==> config.mk <==
export PLATFORM = sky130hd
export DESIGN_NAME = text_writer
export DESIGN_NICKNAME = d
export VERILOG_FILES = /design/src/rtl/text_writer.sv
export SDC_FILE = /design/constraint.sdc
export NUM_CORES = 1
export LEC_CHECK = 0
export BUFFER_PORTS_ARGS = -buffer_cell sky130_fd_sc_hd__buf_2
export CORE_MARGIN = 3
export CORE_UTILIZATION = 51
export CTS_CLUSTER_DIAMETER = 30
export DETAILED_ROUTE_END_ITERATION = 7
export PLACE_DENSITY = 0.76
export SYNTH_ARGS = -nofsm -noshare
export SYNTH_HDL_FRONTEND = slang
export SYNTH_SLANG_ARGS = --single-unit
==> constraint.sdc <==
create_clock -name clk -period 2 [get_ports clk]
set_clock_uncertainty 0.15 [all_clocks]
set_input_delay 0.3 -clock clk [delete_from_list [all_inputs] [get_ports clk]]
set_output_delay 0.3 -clock clk [all_outputs]
set_load 0.005 [all_outputs]
==> src/rtl/text_writer.sv <==
// text_writer: turns a console byte stream into writes on the 80x30 text
// buffer port, tracking the cursor and expanding line/screen clears into
// one blank write per cycle.
module text_writer #(
  parameter int         CHAR_W         = 8,
  parameter logic [7:0] BLANK          = 8'h20,
  parameter bit         CLEAR_ON_RESET = 1'b1
) (
  input  logic              clk,
  input  logic              rst_n,
  input  logic [7:0]        in_char,
  input  logic              in_valid,
  output logic              in_ready,
  output logic [CHAR_W-1:0] new_char,
  output logic [11:0]       waddr,
  output logic              we,
  output logic [4:0]        cursor_row,
  output logic [6:0]        cursor_col
);

  localparam logic [1:0] IDLE     = 2'd0;
  localparam logic [1:0] CLR_LINE = 2'd1;
  localparam logic [1:0] CLR_ALL  = 2'd2;
  localparam logic [1:0] RESET_STATE = CLEAR_ON_RESET ? CLR_ALL : IDLE;

  localparam logic [6:0] LAST_COL = 7'd79;
  localparam logic [4:0] LAST_ROW = 5'd29;

  logic [1:0]        state, state_nx;
  logic [4:0]        row_nx;
  logic [6:0]        col_nx;
  logic [4:0]        clr_row, clr_row_nx;
  logic [6:0]        clr_col, clr_col_nx;
  logic              wr_en_p0;
  logic [11:0]       wr_addr_p0;
  logic [CHAR_W-1:0] wr_data_p0;
  logic              accept;
  logic [4:0]        row_inc;

  assign in_ready = (state == IDLE);
  assign accept   = in_valid && in_ready;
  // Row below the cursor, wrapping the bottom row back to the top.
  assign row_inc  = (cursor_row == LAST_ROW) ? 5'd0 : cursor_row + 5'd1;

  // Next-state, cursor and write-request decode for the current cycle.
  always_comb begin
    state_nx   = state;
    row_nx     = cursor_row;
    col_nx     = cursor_col;
    clr_row_nx = clr_row;
    clr_col_nx = clr_col;
    wr_en_p0   = 1'b0;
    wr_addr_p0 = 12'd0;
    wr_data_p0 = '0;
    case (state)
      IDLE: begin
        if (accept) begin
          if (in_char >= 8'h20 && in_char <= 8'h7E) begin
            wr_en_p0   = 1'b1;
            wr_addr_p0 = {cursor_row, cursor_col};
            wr_data_p0 = in_char[CHAR_W-1:0];
            if (cursor_col == LAST_COL) begin
              // Wrapping onto a new line blanks it, like a LF would.
              col_nx     = 7'd0;
              row_nx     = row_inc;
              clr_col_nx = 7'd0;
              state_nx   = CLR_LINE;
            end else begin
              col_nx = cursor_col + 7'd1;
            end
          end else begin
            case (in_char)
              8'h0A: begin
                col_nx     = 7'd0;
                row_nx     = row_inc;
                clr_col_nx = 7'd0;
                state_nx   = CLR_LINE;
              end
              8'h0D: col_nx = 7'd0;
              8'h08: begin
                if (cursor_col != 7'd0) begin
                  col_nx     = cursor_col - 7'd1;
                  wr_en_p0   = 1'b1;
                  wr_addr_p0 = {cursor_row, cursor_col - 7'd1};
                  wr_data_p0 = BLANK[CHAR_W-1:0];
                end
              end
              8'h0C: begin
                row_nx     = 5'd0;
                col_nx     = 7'd0;
                clr_row_nx = 5'd0;
                clr_col_nx = 7'd0;
                state_nx   = CLR_ALL;
              end
              default: ;
            endcase
          end
        end
      end
      CLR_LINE: begin
        // The cursor row is stable here: no byte is accepted mid-clear.
        wr_en_p0   = 1'b1;
        wr_addr_p0 = {cursor_row, clr_col};
        wr_data_p0 = BLANK[CHAR_W-1:0];
        if (clr_col == LAST_COL) begin
          state_nx = IDLE;
        end else begin
          clr_col_nx = clr_col + 7'd1;
        end
      end
      CLR_ALL: begin
        wr_en_p0   = 1'b1;
        wr_addr_p0 = {clr_row, clr_col};
        wr_data_p0 = BLANK[CHAR_W-1:0];
        if (clr_col == LAST_COL) begin
          clr_col_nx = 7'd0;
          if (clr_row == LAST_ROW) begin
            state_nx = IDLE;
          end else begin
            clr_row_nx = clr_row + 5'd1;
          end
        end else begin
          clr_col_nx = clr_col + 7'd1;
        end
      end
      default: state_nx = IDLE;
    endcase
  end

  // State, cursor and clear counters.
  always_ff @(posedge clk or negedge rst_n) begin
    if (!rst_n) begin
      state      <= RESET_STATE;
      cursor_row <= 5'd0;
      cursor_col <= 7'd0;
      clr_row    <= 5'd0;
      clr_col    <= 7'd0;
    end else begin
      state      <= state_nx;
      cursor_row <= row_nx;
      cursor_col <= col_nx;
      clr_row    <= clr_row_nx;
      clr_col    <= clr_col_nx;
    end
  end

  // Buffer write port registered one cycle behind the request.
  always_ff @(posedge clk or negedge rst_n) begin
    if (!rst_n) begin
      we       <= 1'b0;
      waddr    <= 12'd0;
      new_char <= '0;
    end else begin
      we       <= wr_en_p0;
      waddr    <= wr_addr_p0;
      new_char <= wr_data_p0;
    end
  end

endmodule

==> impl_results.md, run 1 <==
- Ys flop type: dfrtp_1
- Flop-to-flop setup slack: roughly 0.028 ns
- Critical path arrival: just over 2 ns
- FF-to-FF path depth: 7
- Initial antenna violation count: 0
- Final Non-Filler Cells: slightly below 500
- RSZ-0062 raised after global routing: yes
- Ranking of synthesized cells by area: dfrtp_1 (40%), ha_1 (5.3%), o21ai_0 (5.3%)
- EDFF count, synth: 0
- Routed via count: 2878
- Reg clk slew, reported paths: ~0.08 ns
- WHS Path Cells: 3
- Max Fclk: 0.507 GHz
- Synth Area per Inst: between 9 and 10 um^2
- Initial DRT Pass Iterations: 4
- Tcrit/Tclk final: 0.986
- GPL Wtd Cong: a little over 0.9
- Worst-Margin Slew: between 0.6 and 0.7 ns
- Setup Viol. Count Final: 0
- Clk_lat worst skew: around 0.3 ns
- Sequential area share after synthesis: 0.414
- Yosys cell types: between 60 and 70
- Worst setup EP type: flip-flop
- RR Endpoint: clr_row[3]$_DFFE_PN0P_
- Layout cells sized above 1: 0.342
- Gate Count Post-Synth: ~310
- Layout area overhead: 32.4%
- Dpl cells: around 470
- Fill cells: just over 400
- Die height: just over 80 um
- Lkg Pwr: 1.83 nW
- Mapped cell area: about 2800 um^2
- Core box area: 5240 um^2
- Vias per Instance: about 6.0
- Pre-CTS setup slack: -0.125 ns
- GR Overflow Total: 0
- Placed inst area: between 3000 and 4000 um^2
- Ys async rst share: 1.00
- Worst setup margin: approximately 0.028 ns
- Max-slew violations: 0
- Worst Path Max Fanout: 8
- Vias in the first global route: around 2700
- Avg WL per Cell: 16.0 um
- First-iteration detailed-routing DRC count: between 200 and 250
- Tot GR Track Use: 0.249
- Power Total: roughly 3.2 mW
- Overall die area: between 6000 and 7000 um^2
- Core Util, Final: 0.719
- First-pass GRT wire length: 12700 um
- FP Rows: 26
- Initial Utilization: 0.543
- Antenna Violating Nets Remaining: 0
- Max-Cap Viols: 0
- Post-route cell area: approximately 3800 um^2
- Bufs on Longest Clock Path: 2
- TritonCTS Buffers: 5
- Area share of the largest cell type after synthesis: 0.404
- Die X: between 80 and 90 um
- Post-DP HPWL: around 5700 um
- CP required: 2.09 ns
- CTS tree: yes
- PortBufs: 44
- N_diodes: 0
- Startpoint types: flip-flop
- Cell with the most instances after synthesis: dfrtp_1
- Hold EP: new_char[6]$_DFF_PN0_
- Setup CP Type: reg -> reg
- Syn nets: between 300 and 400
- I/O pins: 45
- CTS sink count: 47
- PwrDens: roughly 860 nW/um^2
- RR Startpoint: state[1]$_DFFE_PN1P_
- Synth top cells by count: dfrtp_1 (46), nand2_1 (30), o21ai_0 (30)
- Root buffer cell: clkbuf_8
- Post-Route WL: 7690 um
- Min-Delay Path Class: in -> reg
- H-tree depth reported by CTS: 2
- Post-synth top area cell: dfrtp_1
- Final #Nets: roughly 430
- Fin crit period: roughly 2 ns
- Outcome: finished clean
- Worst hold start: in_char[6]
- # DRC: 0
- Peak VDD IR: 0.000502 V
- Largest net degree at the start of global routing: 27
- Synthesized flop and latch total: 47
- Max-slew headroom: 0.580
- Final Hold Viols: 0
- Warning count from the yosys run: 0
## cell usage in the layout (no fill, tap or decap), drive strengths merged, types with 4 or more instances in the layout
cell     instances
a21oi           12
inv             12
and3            14
clkbuf           7
xor2             4
buf            105
ha              12
nand2           30
nor2            18
dfrtp           46
o2111ai          4
nand2b           8
nand3           19
a31oi            4
and2             4
nand4            7
o21ai           31
nor2b            4
a211oi           4
o31ai            6
nor3             7
## state kept, by name, summed over array words and instances (netlist names)
name,cells
waddr,12
new_char,8
clr_col,7
cursor_col,7
clr_row,5
cursor_row,5
state,2
we,1
## through the flow
step,hold WS [ns],TNS (ns)
after floorplan,-0.146,-0.134
after global placement,0.192,-0.182
after detailed placement,0.196,-0.708
after CTS,0.136,-0.0144
after global routing,0.154,-0.0699
final,0.147,0
## cell families after synthesis
group | share of synthesized area
simple gates | 0.243
buf+inv | 0.0391
other cells | 0.00132
mux | 0.00703
flops | 0.414
fa+ha+maj | 0.0527
compound gates | 0.222
xor+xnor | 0.0215
## worst max path at each step
stage	startpoint	to	slack, ns	cells past startpoint
final	state[1]$_DFFE_PN1P_	clr_row[3]$_DFFE_PN0P_	0.03	7
after global routing	cursor_col[0]$_DFFE_PN0P_	cursor_col[6]$_DFFE_PN0P_	-0.03	8
after floorplan	cursor_col[1]$_DFFE_PN0P_	clr_col[2]$_DFFE_PN0P_	-0.07	7
after global placement	in_char[1]	cursor_col[2]$_DFFE_PN0P_	-0.05	7
after detailed placement	in_char[1]	cursor_col[2]$_DFFE_PN0P_	-0.12	7
after CTS	cursor_col[0]$_DFFE_PN0P_	clr_col[2]$_DFFE_PN0P_	-0.01	6
## power by group
| part | internal, mW | switching [mW] |
|---|---|---|
| clock | 0.374 | 0.316 |
| combinational | 0.611 | 0.710 |
| sequential | 1.10 | 0.107 |
## cell type report
cell class | instances | area, um^2 | area share
sequential | 47 | 1180 | 0.313
clock inverter | 1 | 30.0 | 0.00797
inverter | 12 | 47.5 | 0.0126
tap | 70 | 87.6 | 0.0232
multi-input combinational | 239 | 1650 | 0.437
clock buffer | 7 | 76.3 | 0.0203
timing repair buffer | 106 | 701 | 0.186
## critical path, stage by stage (launching register included)
cell and delay (ns):
dfstp_2 0.59, inv_2 0.07, ha_4 0.19, inv_4 0.07
a41oi_2 0.04, a21o_1 0.22, or4b_1 0.50, nand3_1 0.08
## repair_timing
action / 4_1_cts / 5_1_grt
hold endpoints to repair: 25 / 0
setup endpoints to repair: 7 / 26
hold buffers: 1 / 0
pin swaps: 1 / 6
buffers inserted: 0 / 4
gates resized for setup: 3 / 13
## layer usage
layer	vias up	part of all wire	track usage
li1	1350	-	-
met1	1387	0.44	0.340
met2	121	0.48	0.404
met3	20	0.057	0.0448
met4	0	0.018	0.0743
met5	-	0	0
Power figures use the tool's default switching activity.
==> inputs of run 2 (changes only) <==
--- a/config.mk
+++ b/config.mk
@@ -11,6 +11,7 @@
 export CTS_CLUSTER_DIAMETER = 30
 export DETAILED_ROUTE_END_ITERATION = 7
 export PLACE_DENSITY = 0.76
+export REMOVE_ABC_BUFFERS = 1
 export SYNTH_ARGS = -nofsm -noshare
 export SYNTH_HDL_FRONTEND = slang
 export SYNTH_SLANG_ARGS = --single-unit
==> run 2 against run 1 <==
Effect of this change: the flow now finishes with violations (negative setup slack); clock power down 18%; worst hold slack better by 0.015 ns; utilization unchanged; power down 0.22%; final cell count unchanged; largest cell class unchanged.
==> impl_results.md, run 2 (synthesis results as in run 1) <==
- CTS tree: yes
- First-pass GRT wire length: 12500 um (-1.2%)
- Routed via count: 2866 (-0.42%)
- Max Fclk: 0.494 GHz (-2.5%)
- N_diodes: 0 (unchanged)
- RSZ-0062 raised after global routing: yes
- Vias in the first global route: 2715 (-0.95%)
- Die X: 80.7 um (unchanged)
- Critical path arrival: 2.07 ns (about the same)
- Outcome: complete, but fails checks
- TritonCTS Buffers: 5 (unchanged)
- Avg WL per Cell: 16.0 um (about the same)
- Bufs on Longest Clock Path: 2 (unchanged)
- Worst-Margin Slew: 0.549 ns (-0.0806 ns)
- RR Startpoint: state[1]$_DFFE_PN1P_
- Layout cells sized above 1: 0.350 (+0.00728)
- Worst Path Max Fanout: 6 (-2)
- Max-Cap Viols: 0 (unchanged)
- Hold EP: new_char[3]$_DFF_PN0_
- Lkg Pwr: 1.82 nW (-0.41%)
- Tcrit/Tclk final: 1.01 (+0.0253)
- GR Overflow Total: 0 (unchanged)
- Most common cell after layout, fill and taps aside: buf_4
- # DRC: 0 (unchanged)
- Peak VDD IR: 0.000564 V (+12%)
- Seq. cell area: 1180 um^2 (-0.11%)
- Area taken by multi-input logic gates: 1660 um^2 (+0.91%)
- Initial antenna violation count: 0 (unchanged)
- Fin crit period: 2.02 ns (+0.0507 ns)
- Clk_lat worst skew: 0.30 ns (about the same)
- Tot GR Track Use: 0.246 (-0.00267)
- I/O pins: 45 (unchanged)
- Min-Delay Path Class: in -> reg
- Post-Route WL: 7690 um (about the same)
- Worst setup margin: -0.0227 ns (-0.0507 ns)
- Overall die area: 6510 um^2 (unchanged)
- FF-to-FF path depth: 6 (-1)
- Max-slew headroom: 0.634 (+0.0537)
- Antenna Violating Nets Remaining: 0 (unchanged)
- Die height: 80.7 um (unchanged)
- Largest net degree at the start of global routing: 27 (unchanged)
- CP required: 2.04 ns (-0.05 ns)
- Final Hold Viols: 0 (unchanged)
- Max reg flops: 12 (unchanged)
- Worst hold start: in_char[3]
- Violated checks: negative setup slack
- Crit path launch: state[1]$_DFFE_PN1P_
- Flop-to-flop setup slack: -0.02 ns (-0.05 ns)
- Startpoint types: flip-flop
- Vias per Instance: 5.95 (-0.42%)
- Initial DRT Pass Iterations: 5 (+1)
- Regs by FF count: waddr: 12 flops, new_char: 8 flops
- Root buffer cell: clkbuf_8
- Power Total: 3.22 mW (-0.22%)
- Max-slew violations: 0 (unchanged)
- FP Rows: 26 (unchanged)
- Post-DP HPWL: 5860 um (+2.3%)
- H-tree depth reported by CTS: 2 (unchanged)
- Final #Nets: 434 (unchanged)
- WHS Path Cells: 2 (-1)
- Worst setup EP type: flip-flop
- Core box area: 5240 um^2 (unchanged)
- Setup Viol. Count Final: 1 (+1)
- PortBufs: 44 (unchanged)
- CTS sink count: 47 (unchanged)
- Pre-CTS setup slack: -0.0839 ns (+0.0409 ns)
- Reg clk slew, reported paths: 0.09 ns (about the same)
- Initial Utilization: 0.543 (unchanged)
- Fill cells: 421 (+4.0%)
- First-iteration detailed-routing DRC count: 187 (-24%)
- Most frequent cells in the layout: buf_4 (58), dfrtp_1 (46), buf_2 (44), nand2_1 (30), o21ai_0 (23)
- Reg with most FFs: waddr
- PwrDens: 853 nW/um^2 (-0.22%)
- RR Endpoint: clr_col[2]$_DFFE_PN0P_
- Setup CP Type: reg -> reg
- GPL Wtd Cong: 0.929 (+0.32%)
- Layout area overhead: 32.4% (unchanged)
==> run 2: cell types whose count changed in the layout (fill, tap and decap cells not counted), sizes merged <==
cell,change
clkinvlp,+1
bufinv,-1
clkbuf,-1
clkinv,+1
==> run 2: layout make-up <==
cell class	instances	area share
clock buffer	6	0.0193
clock inverter	2	0.00332
inverter	12	0.0126
multi-input combinational	239	0.441
sequential	47	0.313
tap	70	0.0232
timing repair buffer	106	0.188
==> run 2: timing repair <==
| item | in CTS | in global routing |
|---|---|---|
| resized for setup | 7 | 30 |
| endpoints found under the hold margin | 20 | 0 |
| endpoints found under the setup margin | 10 | 25 |
| pin swaps | 1 | 14 |
| hold buffers | 1 | 0 |
| setup buffers | 1 | 6 |
==> run 2: worst max path at each step <==
stage                                      to
global route           clr_col[2]$_DFFE_PN0P_
floorplan              clr_col[2]$_DFFE_PN0P_
detailed placement     clr_row[3]$_DFFE_PN0P_
finish                 clr_col[2]$_DFFE_PN0P_
CTS                        waddr[9]$_DFF_PN0_
global placement    cursor_col[4]$_DFFE_PN0P_
==> run 2: critical path: stages, from the launching register on <==
cell     delay, ns
dfstp_2       0.60
inv_4         0.06
ha_4          0.17
buf_6         0.12
a22o_1        0.22
or2_4         0.29
o41ai_2       0.29
==> run 2: power breakdown <==
group	leakage, nW	switching, mW	internal [mW]
combinational	1.15	0.761	0.686
clock	0.0412	0.322	0.245
sequential	0.627	0.101	1.10
==> run 2: layer usage <==
| layer | track usage | part of all wire | up-vias |
|---|---|---|---|
| met5 | 0 | 0 | - |
| met4 | 0.0743 | 0.017 | 0 |
| met3 | 0.0448 | 0.056 | 22 |
| met2 | 0.425 | 0.50 | 113 |
| met1 | 0.314 | 0.42 | 1385 |
| li1 | - | - | 1346 |
==> run 2: stage by stage <==
stage                     hold WS (ns)  TNS (ns)   util  instances  area, um^2
after detailed placement         0.168    -0.541  0.669        466        3510
after CTS                        0.163         0  0.694        476        3640
final                            0.161   -0.0227  0.719        482        3770
after global routing             0.155   -0.0894  0.719        482        3770
after global placement           0.155    -0.271  0.669        466        3510
after floorplan                 -0.146    -0.335      -        298        2780
